### config.mk
export PLATFORM = sky130hd
export DESIGN_NAME = mul_seq_param
export DESIGN_NICKNAME = d
export VERILOG_FILES = /design/src/rtl/mul_seq_param.sv
export SDC_FILE = /design/constraint.sdc
export NUM_CORES = 1
export LEC_CHECK = 0
export ABC_AREA = 1
export CAP_MARGIN = 10
export CORE_MARGIN = 10
export CORE_UTILIZATION = 50
export CTS_CLUSTER_SIZE = 28
export DETAILED_ROUTE_END_ITERATION = 8
export PLACE_DENSITY = 0.71
export SLEW_MARGIN = 20
export SYNTH_ARGS = -nofsm -noshare
export SYNTH_HDL_FRONTEND = slang
export SYNTH_SLANG_ARGS = --single-unit
### constraint.sdc
create_clock -name clk -period 5.98 [get_ports clk]
set_clock_uncertainty 0.1 [all_clocks]
set_input_delay 1.196 -clock clk [delete_from_list [all_inputs] [get_ports clk]]
set_output_delay 1.196 -clock clk [all_outputs]
set_load 0.01 [all_outputs]
### src/rtl/mul_seq_param.sv
// Radix-2 shift-and-add sequential multiplier with optional signed mode.
// Latency tracks the highest set bit of |b|, so small multipliers finish early.
module mul_seq_param #(
  parameter int WIDTH     = 16,
  parameter bit SIGNED_EN = 1'b1
) (
  input  logic               clk,
  input  logic               reset,
  input  logic               start,
  input  logic               signed_mode,
  input  logic [WIDTH-1:0]   a_in,
  input  logic [WIDTH-1:0]   b_in,
  output logic               busy,
  output logic               done,
  output logic [2*WIDTH-1:0] product
);

  typedef enum logic {IDLE, CALC} state_e;

  state_e             state_q, state_d;
  logic [2*WIDTH-1:0] ma_q, ma_d;
  logic [WIDTH-1:0]   mb_q, mb_d;
  logic [2*WIDTH-1:0] acc_q, acc_d;
  logic               neg_q, neg_d;
  logic               done_q, done_d;
  logic [2*WIDTH-1:0] prod_q, prod_d;

  logic               sgn;
  logic [WIDTH-1:0]   abs_a, abs_b;
  logic [2*WIDTH-1:0] acc_nx;

  assign sgn   = SIGNED_EN & signed_mode;
  // The most negative value negates to itself, which is its correct magnitude.
  assign abs_a = (sgn && a_in[WIDTH-1]) ? -a_in : a_in;
  assign abs_b = (sgn && b_in[WIDTH-1]) ? -b_in : b_in;
  assign acc_nx = acc_q + (mb_q[0] ? ma_q : '0);

  always_comb begin
    state_d = state_q;
    ma_d    = ma_q;
    mb_d    = mb_q;
    acc_d   = acc_q;
    neg_d   = neg_q;
    done_d  = 1'b0;
    prod_d  = prod_q;
    unique case (state_q)
      IDLE: begin
        if (start) begin
          ma_d    = {{WIDTH{1'b0}}, abs_a};
          mb_d    = abs_b;
          acc_d   = '0;
          neg_d   = sgn & (a_in[WIDTH-1] ^ b_in[WIDTH-1]);
          state_d = CALC;
        end
      end
      CALC: begin
        acc_d = acc_nx;
        ma_d  = ma_q << 1;
        mb_d  = mb_q >> 1;
        if ((mb_q >> 1) == '0) begin
          state_d = IDLE;
          done_d  = 1'b1;
          prod_d  = neg_q ? -acc_nx : acc_nx;
        end
      end
      default: state_d = IDLE;
    endcase
  end

  always_ff @(posedge clk) begin
    if (reset) begin
      state_q <= IDLE;
      ma_q    <= '0;
      mb_q    <= '0;
      acc_q   <= '0;
      neg_q   <= 1'b0;
      done_q  <= 1'b0;
      prod_q  <= '0;
    end else begin
      state_q <= state_d;
      ma_q    <= ma_d;
      mb_q    <= mb_d;
      acc_q   <= acc_d;
      neg_q   <= neg_d;
      done_q  <= done_d;
      prod_q  <= prod_d;
    end
  end

  assign busy    = (state_q == CALC);
  assign done    = done_q;
  assign product = prod_q;

endmodule

Word level (Yosys, flattened, before mapping)

Cells that the tools add are included.

Register bits after elaboration: 115
Input bits: 36
Output and inout port bits: 34
Logic and storage cells: 35

Add/subtract/negate cells: 4
Equal/unequal tests: 1
Muxes and demuxes: 14
Bitwise operators: 3
Reduce and logical (&&, ||, !) cells: 6

Operators by type and width:

| kind                                  | number |
|---|---|
| two-way mux 32 bit                    | 4 |
| case mux 32 bit (2 select lines)      | 2 |
| two-way mux 16 bit                    | 3 |
| adder 32 bit                          | 1 |
| negation 16 bit                       | 2 |
| negation 32 bit                       | 1 |
| case mux 16 bit (2 select lines)      | 1 |
| logical NOT 16 bit                    | 1 |
| AND reduction 2 bit                   | 2 |
| two-way mux 1 bit                     | 3 |
| logical AND 1 bit                     | 2 |
| != test 2 bit (second input constant) | 1 |
| case mux 1 bit (2 select lines)       | 1 |
| OR reduction 2 bit                    | 1 |
| AND 1 bit                             | 1 |
| NOT 1 bit                             | 1 |
| bitwise XOR 1 bit                     | 1 |

Longest topological paths before layout

Gate-level depths: netlist of run 1.

Depth in word-level cells: 4
Mapped depth: 25
Depth with buffers taken out: 23

Worst setup path after synthesis of run 1

OpenSTA, ideal clock, no wires.

Kind: register to register
Start point: reg mb_q[0]
End point: reg prod_q[26], in the netlist product[26]
Library setup time: 113 ps
Data arrival time: 2854 ps
Required time: 5767 ps
Path slack: 2913 ps
Stages on the path, launching flop included: 22
Path buffers: 2
Clock period less this slack: 3067 ps
Path through: dfxtp_1 -> clkbuf_1 -> clkbuf_1 -> nand2_1 -> inv_1 -> ha_1 -> fa_1 -> inv_1 -> ha_1 -> inv_1 -> nor2_4 -> nand3_2 -> nor2_2 -> nand2_1 -> nor2_4 -> nand2_2 -> nor2_4 -> nand2_2 -> o21ai_4 -> nand3_1 -> nand3_1 -> nand2_1

Cells in the longest elaborated chain, start to end: 4

RTL lines:

| what                   | RTL line | source |
|---|---|---|
| from (decl)            | 22       | `logic [WIDTH-1:0] mb_q, mb_d;` |
| from (signal assigned) | 82       | `mb_q <= mb_d;` |
| two-way mux 32 bit (*) | 36       | `assign acc_nx = acc_q + (mb_q[0] ? ma_q : '0);` |
| adder 32 bit (*)       | 36       |  |
| negation 32 bit        | 63       | `prod_d = neg_q ? -acc_nx : acc_nx;` |
| two-way mux 32 bit (*) | 63       |  |
| to (signal assigned)   | 86       | `prod_q <= prod_d;` |
| to (decl)              | 26       | `logic [2*WIDTH-1:0] prod_q, prod_d;` |

Mark *: on every way between the ends. The rest lies on a longest branch, timed or not.
A chain may end at the register's enable or synchronous reset.

Final worst setup path of run 1

Start point: reg mb_q[0]
End point: reg prod_q[28], in the netlist product[28]

Same word-level chain as after synthesis.

==> impl_metrics.prom, run 1 <==
# TYPE chip_impl_metric gauge
chip_impl_metric{name="slew-limit-headroom",unit=""} 0.411
chip_impl_metric{name="vias_in_the_first_global_route",unit=""} 8267
chip_impl_metric{name="max_cap_viol_count",unit=""} 0
chip_impl_metric{name="initial_utilization",unit=""} 0.513
chip_impl_metric{name="die_w",unit="um"} 151
chip_impl_metric{name="hold_viol_final",unit=""} 0
chip_impl_metric{name="switchingPower",unit="mW"} 0.542
chip_impl_metric{name="reg2reg_setup_slack",unit="ns"} 2.19
chip_impl_info{name="hold_path_startpoint",value="product[19]"} 1
chip_impl_metric{name="power.share.clock",unit=""} 0.474
chip_impl_metric{name="drc",unit=""} 0
chip_impl_metric{name="post-route-cell-area",unit="mm2"} 0.00993
chip_impl_metric{name="clock_latency",unit="ns"} 0.42
chip_impl_info{name="path_class",value="reg2reg"} 1
chip_impl_info{name="cts_tree",value="built"} 1
chip_impl_metric{name="seq_power_share",unit=""} 0.399
chip_impl_metric{name="tritoncts_num_sinks",unit=""} 115
chip_impl_info{name="root_buffer",value="sky130_fd_sc_hd__clkbuf_16"} 1
chip_impl_metric{name="crit_fanout",unit=""} 23
chip_impl_metric{name="grt_first_pass_wirelength",unit="um"} 38700
chip_impl_metric{name="synth-seq-area-share",unit=""} 0.270
chip_impl_metric{name="final.setup.tns",unit="ns"} 0
chip_impl_metric{name="synth_warnings",unit=""} 0
chip_impl_metric{name="dr_wl_met3",unit="um"} 1450
chip_impl_info{name="worst_setup_path_start_kind",value="register"} 1
chip_impl_metric{name="synthesized_net_count",unit=""} 1529
chip_impl_metric{name="avgSynthCellArea",unit="um2"} 5.85
chip_impl_metric{name="netlist_instances",unit=""} 1458
chip_impl_metric{name="synth-async-reset-ratio",unit=""} 0
chip_impl_metric{name="leakage",unit="nW"} 4.97
chip_impl_metric{name="place_ws",unit="ns"} 2.27
chip_impl_metric{name="core.rowCount",unit=""} 47
chip_impl_metric{name="place.detailed.hpwl",unit="um"} 17900
chip_impl_metric{name="min_path_cells",unit=""} 2
chip_impl_metric{name="internal_power",unit="mW"} 1.48
chip_impl_metric{name="layout.nets",unit=""} 1578
chip_impl_metric{name="power.density",unit="mW/mm2"} 204
chip_impl_metric{name="wl_per_cell",unit="um"} 13.3
chip_impl_metric{name="worst_pin_slew",unit="ns"} 0.882
chip_impl_metric{name="detailedRoute.firstPassIterationCount",unit=""} 5
chip_impl_metric{name="cts_max_level",unit=""} 4
chip_impl_metric{name="worstPathRequired",unit="ns"} 6.19
chip_impl_metric{name="post_cts_resized",unit=""} 0
chip_impl_metric{name="netSwitchingFraction",unit=""} 0.268
chip_impl_info{name="status",value="finished, final reports clean"} 1
chip_impl_metric{name="fin_ws",unit="ns"} 2.19
chip_impl_metric{name="area_growth_syn_to_layout",unit="%"} 16.4
chip_impl_metric{name="fin_crit",unit="ns"} 3.79
chip_impl_metric{name="comb_power_share",unit=""} 0.127
chip_impl_metric{name="placedInstanceArea",unit="mm2"} 0.00938
chip_impl_metric{name="gr-usage-all-layers",unit=""} 0.207
chip_impl_metric{name="post-route-period-util",unit=""} 0.633
chip_impl_metric{name="timing.reg2reg.worst_path_depth",unit=""} 22
chip_impl_metric{name="post-cts-setup-buffer-count",unit=""} 0
chip_impl_metric{name="dieArea",unit="mm2"} 0.0227
chip_impl_metric{name="die-height",unit="um"} 151
chip_impl_metric{name="detail_route.wirelength",unit="um"} 23200
chip_impl_info{name="worst_r2r_startpoint",value="mb_q[0]"} 1
chip_impl_info{name="rsz_0062_raised_after_global_routing",value="false"} 1
chip_impl_metric{name="peakVddDrop",unit="mV"} 0.194
chip_impl_metric{name="design_power_total",unit="mW"} 2.02
chip_impl_info{name="top_sig_layer",value="met4"} 1
chip_impl_metric{name="cts.clk_slew.worst_paths",unit="ns"} 0.06
chip_impl_metric{name="io_pins",unit=""} 70
chip_impl_metric{name="antenna_cells_inserted",unit=""} 0
chip_impl_metric{name="grt_start_max_net_pins",unit=""} 79
chip_impl_metric{name="timing.fmax",unit="MHz"} 264
chip_impl_metric{name="drv_slew",unit=""} 0
chip_impl_metric{name="cts-buffers-inserted",unit=""} 17
chip_impl_metric{name="detail_route.vias_per_cell",unit=""} 5.13
chip_impl_metric{name="clockBufferDepth",unit=""} 2
chip_impl_metric{name="synth.distinct_cells",unit=""} 41
chip_impl_metric{name="place_congestion",unit=""} 0.931
chip_impl_metric{name="portBuffers",unit=""} 69
chip_impl_metric{name="grt_antenna_before_repair",unit=""} 0
chip_impl_info{name="hold_path_end",value="product[19]"} 1
chip_impl_metric{name="syn_area",unit="mm2"} 0.00853
chip_impl_metric{name="drt_iter0_drc",unit=""} 644
chip_impl_metric{name="drt.antenna.violating_nets",unit=""} 0
chip_impl_metric{name="timing.critical_path.arrival",unit="ns"} 4.00
chip_impl_info{name="crit_path_end_kind",value="register"} 1
chip_impl_metric{name="synth_edf_count",unit=""} 0
chip_impl_metric{name="dr_wl_met2",unit="um"} 9750
chip_impl_metric{name="wirelength_met1",unit="um"} 11600
chip_impl_metric{name="vias",unit=""} 8925
chip_impl_metric{name="synth-seq-cells",unit=""} 115
chip_impl_metric{name="placeableCoreArea",unit="mm2"} 0.0166
chip_impl_metric{name="ctsHoldBuffers",unit=""} 0
chip_impl_metric{name="drive_gt1_frac",unit=""} 0.0737
chip_impl_info{name="critical_path.reg2reg.endpoint",value="product[28]"} 1
chip_impl_info{name="postSynth.topFlopCell",value="sky130_fd_sc_hd__dfxtp_1"} 1
chip_impl_metric{name="finalSetupViolCount",unit=""} 0
chip_impl_metric{name="globalRouteOverflowTotal",unit=""} 0
chip_impl_info{name="min-delay-path-class",value="reg2reg"} 1
metal layers:
metal,track usage,up-vias
met3,0.0351,32
li1,-,4709
met2,0.323,226
met1,0.281,3958
met4,0.0707,0
met5,0,-
metrics by stage:
step	std cells	util	hold WS [ns]
floorplan	1458	-	0.341
global placement	1708	0.564	0.338
detailed placement	1708	0.564	0.346
CTS	1739	0.597	0.356
global route	1739	0.597	0.374
finish	1739	0.597	0.351
layout by cell type (no fill, tap or decap), drive strengths merged:
master         instances
o21bai                 4
o31ai                  1
nor3                  24
xnor2                  3
a31oi                 30
and2                   4
nand3b                 8
clkinvlp               2
nor2                  98
a21oi                 97
buf                    8
fa                     1
a32o                   3
nand4                  7
a21o                   1
o2111ai                1
inv                  205
nor4                   3
dfxtp                115
clkdlybuf4s50         68
clkbuf                20
a211oi                 1
nand2                595
ha                    34
clkinv                 7
nand3                119
a22oi                  1
bufinv                 2
o21ai                 49
or2                    4
xor2                   4
power groups by stage:
| stage | combinational (mW) | clock [mW] | sequential [mW] |
|---|---|---|---|
| 2_1_floorplan | 0.182 | 0 | 0.815 |
| 4_1_cts | 0.257 | 0.973 | 0.807 |
| 5_1_grt | 0.287 | 1.01 | 0.810 |
| 6_report | 0.257 | 0.960 | 0.807 |
| 3_5_place_dp | 0.255 | 0 | 0.823 |
| 3_3_place_gp | 0.252 | 0 | 0.823 |
cell families (layout without fill, tap and decap cells):
| family | after synthesis | in the layout | share of synthesized area |
|---|---|---|---|
| and+or+nand+nor | 862 | 862 | 0.437 |
| buffers and inverters | 251 | 312 | 0.111 |
| AOI/OAI and AO/OA | 188 | 188 | 0.123 |
| DFF | 115 | 115 | 0.270 |
| adders and majority gates | 35 | 35 | 0.0522 |
| xor gates and xnor gates | 7 | 7 | 0.00719 |
layout make-up:
cell class,instances,area [um2]
clock buffers,20,437
clock inverters,11,114
fillers,1734,6710
inverters,205,769
multi-input cells,1092,5300
flip-flops and latches,115,2300
well taps,220,275
repair buffers,76,738
worst max-delay path by stage:
stage,start,endpoint,depth (start not counted),slack (ns)
after floorplan,mb_q[0],product[26],21,2.91
after global placement,mb_q[0],product[30],20,2.37
after detailed placement,mb_q[0],product[30],20,2.27
after CTS,mb_q[0],product[28],22,2.20
after global routing,mb_q[0],product[28],22,1.79
final,mb_q[0],product[28],22,2.19
sequential cells by signal, summed over array words and instances, names as in the netlist:
name / count
busy: 1
ma_q: 32
product: 32
neg_q: 1
mb_q: 16
acc_q: 32
done: 1
synth_stat cells (all sizes together) (4+ instances only):
library cell / instances / area, um2
xor2: 4 / 35.0
nand4: 7 / 43.8
nand3: 119 / 651
clkbuf: 41 / 154
nand2: 595 / 2320
nor2: 98 / 459
dfxtp: 115 / 2300
buf: 5 / 21.3
inv: 205 / 769
a21oi: 97 / 493
and2: 4 / 27.5
a31oi: 30 / 188
o21ai: 49 / 257
nand3b: 8 / 60.1
ha: 34 / 425
nor3: 24 / 130
o21bai: 4 / 41.3
or2: 4 / 25.0
worst max-delay path, stage by stage, from the launching register on:
cell and delay [ns]:
sky130_fd_sc_hd__dfxtp_1 0.81, sky130_fd_sc_hd__buf_4 0.29, sky130_fd_sc_hd__nand2_1 0.07, sky130_fd_sc_hd__inv_1 0.09, sky130_fd_sc_hd__ha_1 0.24, sky130_fd_sc_hd__fa_1 0.45
sky130_fd_sc_hd__inv_1 0.11, sky130_fd_sc_hd__ha_1 0.15, sky130_fd_sc_hd__inv_1 0.07, sky130_fd_sc_hd__nor2_4 0.10, sky130_fd_sc_hd__nand3_2 0.09, sky130_fd_sc_hd__nor2_2 0.13
sky130_fd_sc_hd__nand2_1 0.10, sky130_fd_sc_hd__nor2_4 0.12, sky130_fd_sc_hd__nand2_2 0.10, sky130_fd_sc_hd__nor2_4 0.14, sky130_fd_sc_hd__nand3_1 0.09, sky130_fd_sc_hd__nor2_1 0.09
sky130_fd_sc_hd__nand2_1 0.08, sky130_fd_sc_hd__nand2_1 0.06, sky130_fd_sc_hd__nand2_1 0.06, sky130_fd_sc_hd__nand3_1 0.07, sky130_fd_sc_hd__nand2_1 0.05
Power figures use the tool's default switching activity.
==> run 2, diff against run 1 <==
==> constraint.sdc (replaced) <==
create_clock -name clk -period 3.5 [get_ports clk]
set_clock_uncertainty 0.1 [all_clocks]
set_input_delay 0.7 -clock clk [delete_from_list [all_inputs] [get_ports clk]]
set_output_delay 0.7 -clock clk [all_outputs]
set_load 0.01 [all_outputs]
==> run 2 against run 1 <==
Via count increased by 0.10%. Largest power group unchanged. Die area unchanged. Setup slack got worse by 1.9 ns. Count of clock-buffer cells in the layout increased by 3. Combinational power increased by 76%. Sequential share of layout area decreased by 0.35 points. Critical path depth decreased by 3.
==> impl_metrics.prom, run 2 (same netlist as run 1, synthesis figures left out) <==
# TYPE chip_impl_metric gauge
chip_impl_metric{name="fin_ws",unit="ns"} 0.310
chip_impl_metric{name="worst_pin_slew",unit="ns"} 0.816
chip_impl_metric{name="worstPathRequired",unit="ns"} 3.72
chip_impl_metric{name="clock_latency",unit="ns"} 0.43
chip_impl_metric{name="finalSetupViolCount",unit=""} 0
chip_impl_metric{name="timing.fmax",unit="MHz"} 314
chip_impl_metric{name="hold_viol_final",unit=""} 0
chip_impl_metric{name="portBuffers",unit=""} 69
chip_impl_metric{name="grt_antenna_before_repair",unit=""} 0
chip_impl_metric{name="critPathMaxStageDelay",unit="ns"} 0.40
chip_impl_metric{name="timing.critical_path.arrival",unit="ns"} 3.41
chip_impl_metric{name="design_power_total",unit="mW"} 3.77
chip_impl_metric{name="vias_in_the_first_global_route",unit=""} 8173
chip_impl_metric{name="post-route-cell-area",unit="mm2"} 0.0101
chip_impl_metric{name="place_ws",unit="ns"} 0.325
chip_impl_info{name="cts_tree",value="built"} 1
chip_impl_metric{name="gr-usage-all-layers",unit=""} 0.207
chip_impl_metric{name="initial_utilization",unit=""} 0.513
chip_impl_metric{name="dieArea",unit="mm2"} 0.0227
chip_impl_metric{name="antenna_cells_inserted",unit=""} 0
chip_impl_metric{name="wl_per_cell",unit="um"} 13.5
chip_impl_metric{name="slew-limit-headroom",unit=""} 0.456
chip_impl_metric{name="cts-buffers-inserted",unit=""} 17
chip_impl_metric{name="post-place-cells",unit=""} 1714
chip_impl_metric{name="timing.critical_path.buf_inv",unit=""} 3
chip_impl_metric{name="max_cap_viol_count",unit=""} 0
chip_impl_metric{name="cts_max_level",unit=""} 4
chip_impl_metric{name="fin_crit",unit="ns"} 3.19
chip_impl_info{name="root_buffer",value="sky130_fd_sc_hd__clkbuf_16"} 1
chip_impl_metric{name="drive_gt1_frac",unit=""} 0.0780
chip_impl_metric{name="globalRouteOverflowTotal",unit=""} 0
chip_impl_metric{name="post-cts-setup-buffer-count",unit=""} 0
chip_impl_info{name="cp_dominant_cell_by_count",value="sky130_fd_sc_hd__nand2_1"} 1
chip_impl_metric{name="io_pins",unit=""} 70
chip_impl_metric{name="place_congestion",unit=""} 0.991
chip_impl_metric{name="cts.clk_slew.worst_paths",unit="ns"} 0.05
chip_impl_info{name="min-delay-path-class",value="reg2reg"} 1
chip_impl_info{name="most-common-layout-cells",value="sky130_fd_sc_hd__nand2_1 (568), sky130_fd_sc_hd__inv_1 (199), sky130_fd_sc_hd__dfxtp_1 (114)"} 1
chip_impl_metric{name="drt_iter0_drc",unit=""} 646
chip_impl_metric{name="post-route-period-util",unit=""} 0.911
chip_impl_metric{name="detail_route.vias_per_cell",unit=""} 5.12
chip_impl_metric{name="detailedRoute.firstPassIterationCount",unit=""} 6
chip_impl_info{name="mostFrequentLayoutCell",value="sky130_fd_sc_hd__nand2_1"} 1
chip_impl_metric{name="instances_no_fill",unit=""} 1746
chip_impl_metric{name="place.detailed.hpwl",unit="um"} 18000
chip_impl_metric{name="whs",unit="ns"} 0.351
chip_impl_metric{name="drc",unit=""} 0
chip_impl_info{name="slowest_stage",value="sky130_fd_sc_hd__ha_1"} 1
chip_impl_metric{name="peakVddDrop",unit="mV"} 0.325
chip_impl_metric{name="grt_first_pass_wirelength",unit="um"} 38500
chip_impl_info{name="status",value="finished, final reports clean"} 1
chip_impl_metric{name="core.rowCount",unit=""} 47
chip_impl_metric{name="power.density",unit="mW/mm2"} 374
chip_impl_metric{name="clockBufferDepth",unit=""} 2
chip_impl_metric{name="tritoncts_num_sinks",unit=""} 115
chip_impl_metric{name="grt_start_max_net_pins",unit=""} 75
chip_impl_info{name="rsz_0062_raised_after_global_routing",value="false"} 1
chip_impl_info{name="worst_setup_path_start_kind",value="register"} 1
chip_impl_metric{name="drt.antenna.violating_nets",unit=""} 0
chip_impl_metric{name="final.setup.tns",unit="ns"} 0
chip_impl_metric{name="leakage",unit="nW"} 5.04
chip_impl_metric{name="crit_fanout",unit=""} 23
chip_impl_metric{name="post_cts_resized",unit=""} 0
chip_impl_metric{name="post-route-util",unit=""} 0.606
chip_impl_metric{name="area_growth_syn_to_layout",unit="%"} 18.2
chip_impl_metric{name="placedInstanceArea",unit="mm2"} 0.00943
chip_impl_info{name="crit_path_end_kind",value="register"} 1
chip_impl_metric{name="die_w",unit="um"} 151
chip_impl_metric{name="ctsHoldBuffers",unit=""} 0
chip_impl_metric{name="placeableCoreArea",unit="mm2"} 0.0166
chip_impl_metric{name="vias",unit=""} 8934
chip_impl_metric{name="detail_route.wirelength",unit="um"} 23500
chip_impl_metric{name="die-height",unit="um"} 151
chip_impl_info{name="path_class",value="reg2reg"} 1
chip_impl_metric{name="drv_slew",unit=""} 0
chip_impl_metric{name="layout.nets",unit=""} 1584
chip_impl_info{name="path_cells",value="buf_6 -> nand2_1 -> inv_1 -> ha_1 -> nand2_1 -> nor2_2 -> inv_1 -> nor3_2 -> nand3_1 -> nand3_1 -> nand2_1 -> nand2_1 -> nand2_1 -> nor2_1 -> nand3_1 -> nand2_1 -> nand3_1 -> nand3_1 -> nand2_1"} 1
chip_impl_info{name="family_of_cells_with_the_greatest_summed_delay_on_the_critical_path",value="simple AND/OR/NAND/NOR gates"} 1
==> run 2: cell type report <==
type	count	area, um2
flip-flops and latches	115	2300
well taps	220	275
repair buffers	82	787
clock inverters	9	175
inverters	205	769
clock buffers	23	478
multi-input cells	1092	5300
fillers	1692	6560
==> run 2: path summary, 6_finish.rpt <==
kind / from / cells past startpoint / slack, ns / to
worst max-delay path: mb_q[0] / 19 / 0.31 / product[31]
worst min-delay path: product[31] / 2 / 0.35 / product[31]
worst max register to register: mb_q[0] / 19 / 0.31 / product[31]
worst min register to register: product[31] / 2 / 0.35 / product[31]
==> run 2: routing by layer <==
metal | wire length (um) | vias up | GRT usage
li1 | - | 4711 | -
met1 | 11600 | 3933 | 0.286
met2 | 9920 | 252 | 0.315
met3 | 1450 | 38 | 0.0303
met4 | 503 | 0 | 0.0900
met5 | 0 | - | 0
==> run 2: report_power, final <==
| group | total (mW) | internal [mW] | switching, mW |
|---|---|---|---|
| combinational | 0.453 | 0.161 | 0.292 |
| clock | 1.94 | 1.32 | 0.627 |
| sequential | 1.37 | 1.35 | 0.0287 |
| total | 3.77 | 2.82 | 0.948 |
==> run 2: worst register-to-register path, delay by kind of cell, from the launching register on <==
family | cells | cell delay [ns]
buffers and inverters | 3 | 0.33
and+or+nand+nor | 15 | 1.93
DFF | 1 | 0.35
adders and majority gates | 1 | 0.40
==> run 3, diff against run 2 <==
--- a/config.mk
+++ b/config.mk
@@ -12,6 +12,7 @@
 export CTS_CLUSTER_SIZE = 28
 export DETAILED_ROUTE_END_ITERATION = 8
 export PLACE_DENSITY = 0.71
+export SKIP_CTS_REPAIR_TIMING = 1
 export SLEW_MARGIN = 20
 export SYNTH_ARGS = -nofsm -noshare
 export SYNTH_HDL_FRONTEND = slang
==> results of run 3 <==
No change in the layout: final DEF, timing and power equal those of run 2.
